**config.mk**
```make
export PLATFORM = sky130hd
export DESIGN_NAME = multicycle_control_fsm
export DESIGN_NICKNAME = d
export VERILOG_FILES = /design/src/rtl/ctrl_pkg.sv /design/src/rtl/multicycle_control_fsm.sv
export SDC_FILE = /design/constraint.sdc
export NUM_CORES = 1
export LEC_CHECK = 0
export CORE_AREA = 5 5 42 44
export DETAILED_ROUTE_END_ITERATION = 8
export DIE_AREA = 0 0 47 49
export PLACE_DENSITY = 0.74
export SYNTH_ARGS = -nofsm -noshare
export SYNTH_HDL_FRONTEND = slang
export SYNTH_SLANG_ARGS = --single-unit
```
**constraint.sdc**
```tcl
create_clock -name clk -period 1.99 [get_ports clk]
set_input_delay 0.4975 -clock clk [delete_from_list [all_inputs] [get_ports clk]]
set_output_delay 0.4975 -clock clk [all_outputs]
set_load 0.05 [all_outputs]
```
**src/rtl/ctrl_pkg.sv**
```systemverilog
// ctrl_pkg: state encoding and datapath select codes shared by the control decoders
package ctrl_pkg;
    typedef enum logic [3:0] {
        FETCH, DECODE, MEMADR, MEMRD, MEMWB, MEMWR, EXECR, EXECI, ALUWB, BRANCH, ILLEGAL
    } state_t;
    localparam logic [1:0] OP_DP  = 2'b00;
    localparam logic [1:0] OP_MEM = 2'b01;
    localparam logic [1:0] OP_BR  = 2'b10;
    localparam logic [1:0] ALUB_REG  = 2'b00;
    localparam logic [1:0] ALUB_IMM  = 2'b01;
    localparam logic [1:0] ALUB_FOUR = 2'b10;
    localparam logic [1:0] IMM_DP  = 2'b00;
    localparam logic [1:0] IMM_MEM = 2'b01;
    localparam logic [1:0] IMM_BR  = 2'b10;
    localparam logic [1:0] REG_NORM = 2'b00;
    localparam logic [1:0] REG_BR   = 2'b01;
    localparam logic [1:0] REG_STR  = 2'b10;
    localparam logic [1:0] RES_ALUOUT = 2'b00;
    localparam logic [1:0] RES_RDATA  = 2'b01;
    localparam logic [1:0] RES_ALU    = 2'b10;
endpackage

```
**src/rtl/multicycle_control_fsm.sv**
```systemverilog
// multicycle_control_fsm: sequences each instruction through fetch/decode/execute/memory/writeback
module multicycle_control_fsm
    import ctrl_pkg::*;
#(
    parameter logic [1:0] FETCH_PC_INC = ALUB_FOUR,
    parameter bit         ILLEGAL_TRAP = 1'b0
) (
    input  logic       clk,
    input  logic       rst_n,
    input  logic [1:0] op,
    input  logic       funct5,
    input  logic       funct0,
    input  logic       cond_ex,
    input  logic       mem_ready,
    output logic       pcwrite,
    output logic       irwrite,
    output logic       adrsrc,
    output logic       memw,
    output logic       regw,
    output logic       alusrca,
    output logic [1:0] alusrcb,
    output logic [1:0] immsrc,
    output logic [1:0] regsrc,
    output logic [1:0] resultsrc,
    output logic       aluop,
    output logic       branch,
    output logic       instr_done,
    output logic       illegal
);
    state_t state, next;

    // state register, reset aborts any instruction in flight
    always_ff @(posedge clk or negedge rst_n)
        if (!rst_n) state <= FETCH;
        else        state <= next;

    // next-state; undefined encodings fall back to FETCH
    always_comb begin
        next = FETCH;
        case (state)
            FETCH:   next = mem_ready ? DECODE : FETCH;
            DECODE:  next = op == OP_DP  ? (funct5 ? EXECI : EXECR) :
                            op == OP_MEM ? MEMADR :
                            op == OP_BR  ? BRANCH : ILLEGAL;
            MEMADR:  next = funct0 ? MEMRD : MEMWR;
            MEMRD:   next = mem_ready ? MEMWB : MEMRD;
            MEMWR:   next = (mem_ready || !cond_ex) ? FETCH : MEMWR;
            EXECR:   next = ALUWB;
            EXECI:   next = ALUWB;
            ILLEGAL: next = ILLEGAL_TRAP ? ILLEGAL : FETCH;
            default: next = FETCH;
        endcase
    end

    // datapath controls; strobes are held low for the whole reset interval
    always_comb begin
        pcwrite    = 1'b0;
        irwrite    = 1'b0;
        adrsrc     = 1'b0;
        memw       = 1'b0;
        regw       = 1'b0;
        alusrca    = 1'b0;
        alusrcb    = ALUB_REG;
        immsrc     = IMM_DP;
        regsrc     = REG_NORM;
        resultsrc  = RES_ALUOUT;
        aluop      = 1'b0;
        branch     = 1'b0;
        instr_done = 1'b0;
        illegal    = 1'b0;
        case (state)
            FETCH: begin
                alusrca   = 1'b1;
                alusrcb   = FETCH_PC_INC;
                resultsrc = RES_ALU;
                irwrite   = mem_ready;
                pcwrite   = mem_ready;
            end
            DECODE: begin
                alusrca = 1'b1;
                alusrcb = FETCH_PC_INC;
            end
            MEMADR: begin
                alusrcb = ALUB_IMM;
                immsrc  = IMM_MEM;
            end
            MEMRD: adrsrc = 1'b1;
            MEMWB: begin
                resultsrc  = RES_RDATA;
                regw       = cond_ex;
                instr_done = 1'b1;
            end
            MEMWR: begin
                adrsrc     = 1'b1;
                regsrc     = REG_STR;
                memw       = cond_ex;
                instr_done = mem_ready | ~cond_ex;
            end
            EXECR: aluop = 1'b1;
            EXECI: begin
                alusrcb = ALUB_IMM;
                aluop   = 1'b1;
            end
            ALUWB: begin
                regw       = cond_ex;
                instr_done = 1'b1;
            end
            BRANCH: begin
                alusrcb    = ALUB_IMM;
                immsrc     = IMM_BR;
                regsrc     = REG_BR;
                resultsrc  = RES_ALU;
                branch     = 1'b1;
                pcwrite    = cond_ex;
                instr_done = 1'b1;
            end
            ILLEGAL: illegal = 1'b1;
            default: ;
        endcase
        if (!rst_n) begin
            pcwrite    = 1'b0;
            irwrite    = 1'b0;
            memw       = 1'b0;
            regw       = 1'b0;
            instr_done = 1'b0;
            illegal    = 1'b0;
        end
    end
endmodule

```
==> key figures <==
Power
  • Seq pwr share: roughly 8%
  • Comb pwr share: 87.2%
  • Maximum VDD drop: 1760 uV
  • Pwr Density: 1800 nW/um^2
  • Design Power: 2.20 mW
  • Clock share of power: 4.7%
  • Int Power: 1.10 mW
  • Pleak: 0.536 nW
  • Switching Share: 50.2%
  • Sw Pwr: 1.10 mW

Setup path
  • CP Buf/Inv Count: 2
  • CP arrival: ~1500 ps
  • FF-to-FF End: state[0]
  • Worst Setup SP: state[3]
  • Slowest CP cell: dfrtp_2
  • Reg-to-Reg Start: state[3]
  • Kind of start point of the critical path: flop
  • Cell Chain, Critical Path: nand2b_4 > a2111oi_4 > buf_4 > buf_12
  • CP Max Fanout: 5
  • Worst stage delay on the critical path: 440 ps
  • Delay-heaviest family, CP: flip-flops
  • FF-to-FF path depth: 4
  • Worst Path Required: 1490 ps
  • Critical path class: flop to output port
  • Flop2flop setup slack: around 540 ps
  • Endpoint class of the critical path: output port

Global route
  • Grt ovf: 0
  • First-pass GRT wire length: 3.13 mm
  • Initial antenna violation count: 0
  • Tot GR Track Use: 18.3%
  • Largest net degree at the start of global routing: 15
  • Vias in the first global route: 689

Placed design
  • Area of placed instances: 1050 sq um
  • PortBufs: 25
  • Dpl cells: 112
  • GP Congestion: ~0.89
  • Dpl hpwl: 1.31 mm

Synthesis
  • #FFs+latches synth: 4
  • Synth warn: 0
  • Mapped Avg Cell Area: 7.72 sq um
  • EDFF count, synth: 0
  • Net Count, Synth: 72
  • Seq/Total Area, Yosys: 20.3%
  • Synth Instances: 64
  • Ys flop type: dfrtp_1
  • Post-Synthesis Cell Area: 494 sq um
  • Netlist cell types: 31
  • Ys async rst share: 100%

Route
  • Drt pass-1 iters: 4
  • DRT iter0 DRCs: 13
  • DRT Wirelength: around 2.0 mm
  • Post-route ant nets: 0
  • Via count: around 670
  • Wire per inst: between 15 and 20 um
  • Vias per Instance: 5.52
  • Residual DRC: 0

Clocking
  • Reg clk slew, reported paths: approximately 40 ps
  • CTS root buf: clkbuf_4
  • Clock Sinks: 4
  • Htree depth: 1
  • CTS Buf Count: 3
  • Clock Latency Late Sink: 240 ps
  • Maximum clock path buffer count: 2
  • CTS tree: yes
  • Cts hold-fix bufs: 0

Final layout
  • Fill cells: 77
  • Nets@finish: 116
  • Post-route cell area: 1220 sq um
  • Finished Layout Cells: 122
  • Final Util: 87.1%
  • Largest Register: state
  • Largest registers: state (4)
  • Inserted Diodes: 0
  • Max FFs per register: 4
  • Ratio of cells with drive above 1 in the final layout: 61.3%
  • Area Growth Syn to Fin: 147%

Timing
  • Worst-Margin Slew: 422 ps
  • Max Clock Skew: about 5.0 ps
  • Final hold viol count: 0
  • Max transition margin: just over 70%
  • Slew Limit Fails: 0
  • RSZ-0062 raised after global routing: true
  • Hold_ws: 458 ps
  • Setup violators final: 3
  • Fmax: around 490 MHz
  • Final worst-path cycle share: 102%
  • Tmin final: 2030 ps
  • Final worst slack: -44.5 ps

Floorplanning
  • Die Area: 2300 sq um
  • Starting Density: 35.3%
  • FP Rows: 14
  • Die extent in x: 47 um
  • Core area: 1400 sq um
  • Die Height: 49 um
  • # IOs: 26

Worst hold path
  • Worst Hold Class: primary input to asynchronous set/reset pin

Outcome
  • Failing checks: negative setup slack
  • Status: finished, violations left

Flow run
  • Number of max-cap violations: 0
==> cells in the mapped netlist (2+ instances only) <==
library cell  n  area [sq um]
and3b_1       4          35.0
buf_2         2          10.0
buf_4         2          15.0
clkbuf_1      2          7.51
dfrtp_1       4           100
inv_1         5          18.8
nand2_1       2          7.51
nand2b_1      3          18.8
nor2_1        4          15.0
nor2b_1       4          25.0
nor3_1        7          35.0
nor3b_1       2          15.0
nor4_1        2          12.5
o21ai_1       4          20.0
==> routing by layer <==
metal / GRT usage (%) / routed length (um) / vias up
li1: - / - / 311
met1: 21.2 / 770 / 325
met2: 29.4 / 1070 / 29
met3: 3.69 / 127 / 8
met4: 10.6 / 59 / 0
met5: 0 / 0 / -
==> power groups by stage <==
stage	clock [mW]	combinational [mW]	sequential, mW
final	0.102	1.92	0.178
after global routing	0.115	2.01	0.186
after CTS	0.106	1.82	0.167
after detailed placement	0	1.67	0.169
after global placement	0	1.66	0.166
after floorplan	0	0.942	0.150
==> timing repair <==
action / in CTS / in global routing
gates resized for setup: 14 / 13
pin swaps: 3 / 3
buffers inserted: 5 / 2
endpoints found under the setup margin: 12 / 12
==> layout by cell type, fill, tap and decap left out, drive strengths merged <==
cell type / netlist / routed
and2: 1 / 1
nor4bb: 1 / 1
nand3: 1 / 1
a21o: 1 / 1
a22o: 1 / 1
nor4: 2 / 2
xor2: 1 / 1
clkbuf: 2 / 4
a31oi: 1 / 1
and3b: 4 / 4
nor4b: 1 / 1
nor3: 7 / 7
clkdlybuf4s50: 0 / 4
dlygate4sd2: 0 / 2
o221ai: 1 / 1
mux2i: 1 / 1
inv: 5 / 5
nor2: 4 / 4
nand2b: 4 / 4
clkdlybuf4s15: 0 / 1
or4: 2 / 2
nor2b: 4 / 4
buf: 5 / 38
nand3b: 1 / 1
a2111oi: 1 / 1
nand2: 2 / 2
o21ai: 4 / 4
o211ai: 1 / 1
dfrtp: 4 / 4
nor3b: 2 / 2
==> worst max-delay path by stage <==
stage,to,slack [ps],depth (start not counted)
4_1_cts,pcwrite,-40,4
6_report,regw,-40,4
2_1_floorplan,alusrca,-330,3
3_3_place_gp,pcwrite,-270,5
5_1_grt,irwrite,-120,5
3_5_place_dp,pcwrite,-280,5
==> worst reg2reg max path: cells and delay by family (launching register included) <==
kind / cells / cell delay, ps
AO/OA/AOI/OAI: 1 / 90
flip-flops: 1 / 440
AND/OR/NAND/NOR: 2 / 690
buffers and inverters: 1 / 150
==> kinds of logic (layout without fill, tap and decap cells) <==
kind of cell / after synthesis / after routing / share of synthesized area (%)
buffers and inverters: 12 / 54 / 12.7
DFF: 4 / 4 / 20.3
muxes: 1 / 1 / 2.03
xor gates and xnor gates: 1 / 1 / 1.77
and+or+nand+nor: 36 / 36 / 47.3
AOI/OAI and AO/OA: 10 / 10 / 16.0
==> through the flow <==
step           setup TNS, ps  setup slack, ps
3_3_place_gp           -1170             -271
6_report                -101            -44.5
3_5_place_dp           -1280             -284
2_1_floorplan          -1750             -327
5_1_grt                 -409             -123
4_1_cts                -39.9            -39.9
==> area by class of cell <==
class	count	area [sq um]	area share, %
repair buffers	46	606	49.6
multi-input cells	48	450	36.9
flip-flops and latches	4	103	8.41
clock buffers	3	22.5	1.85
well taps	16	20.0	1.64
inverters	5	18.8	1.54
Note: power is estimated with default switching activity, not from simulation.
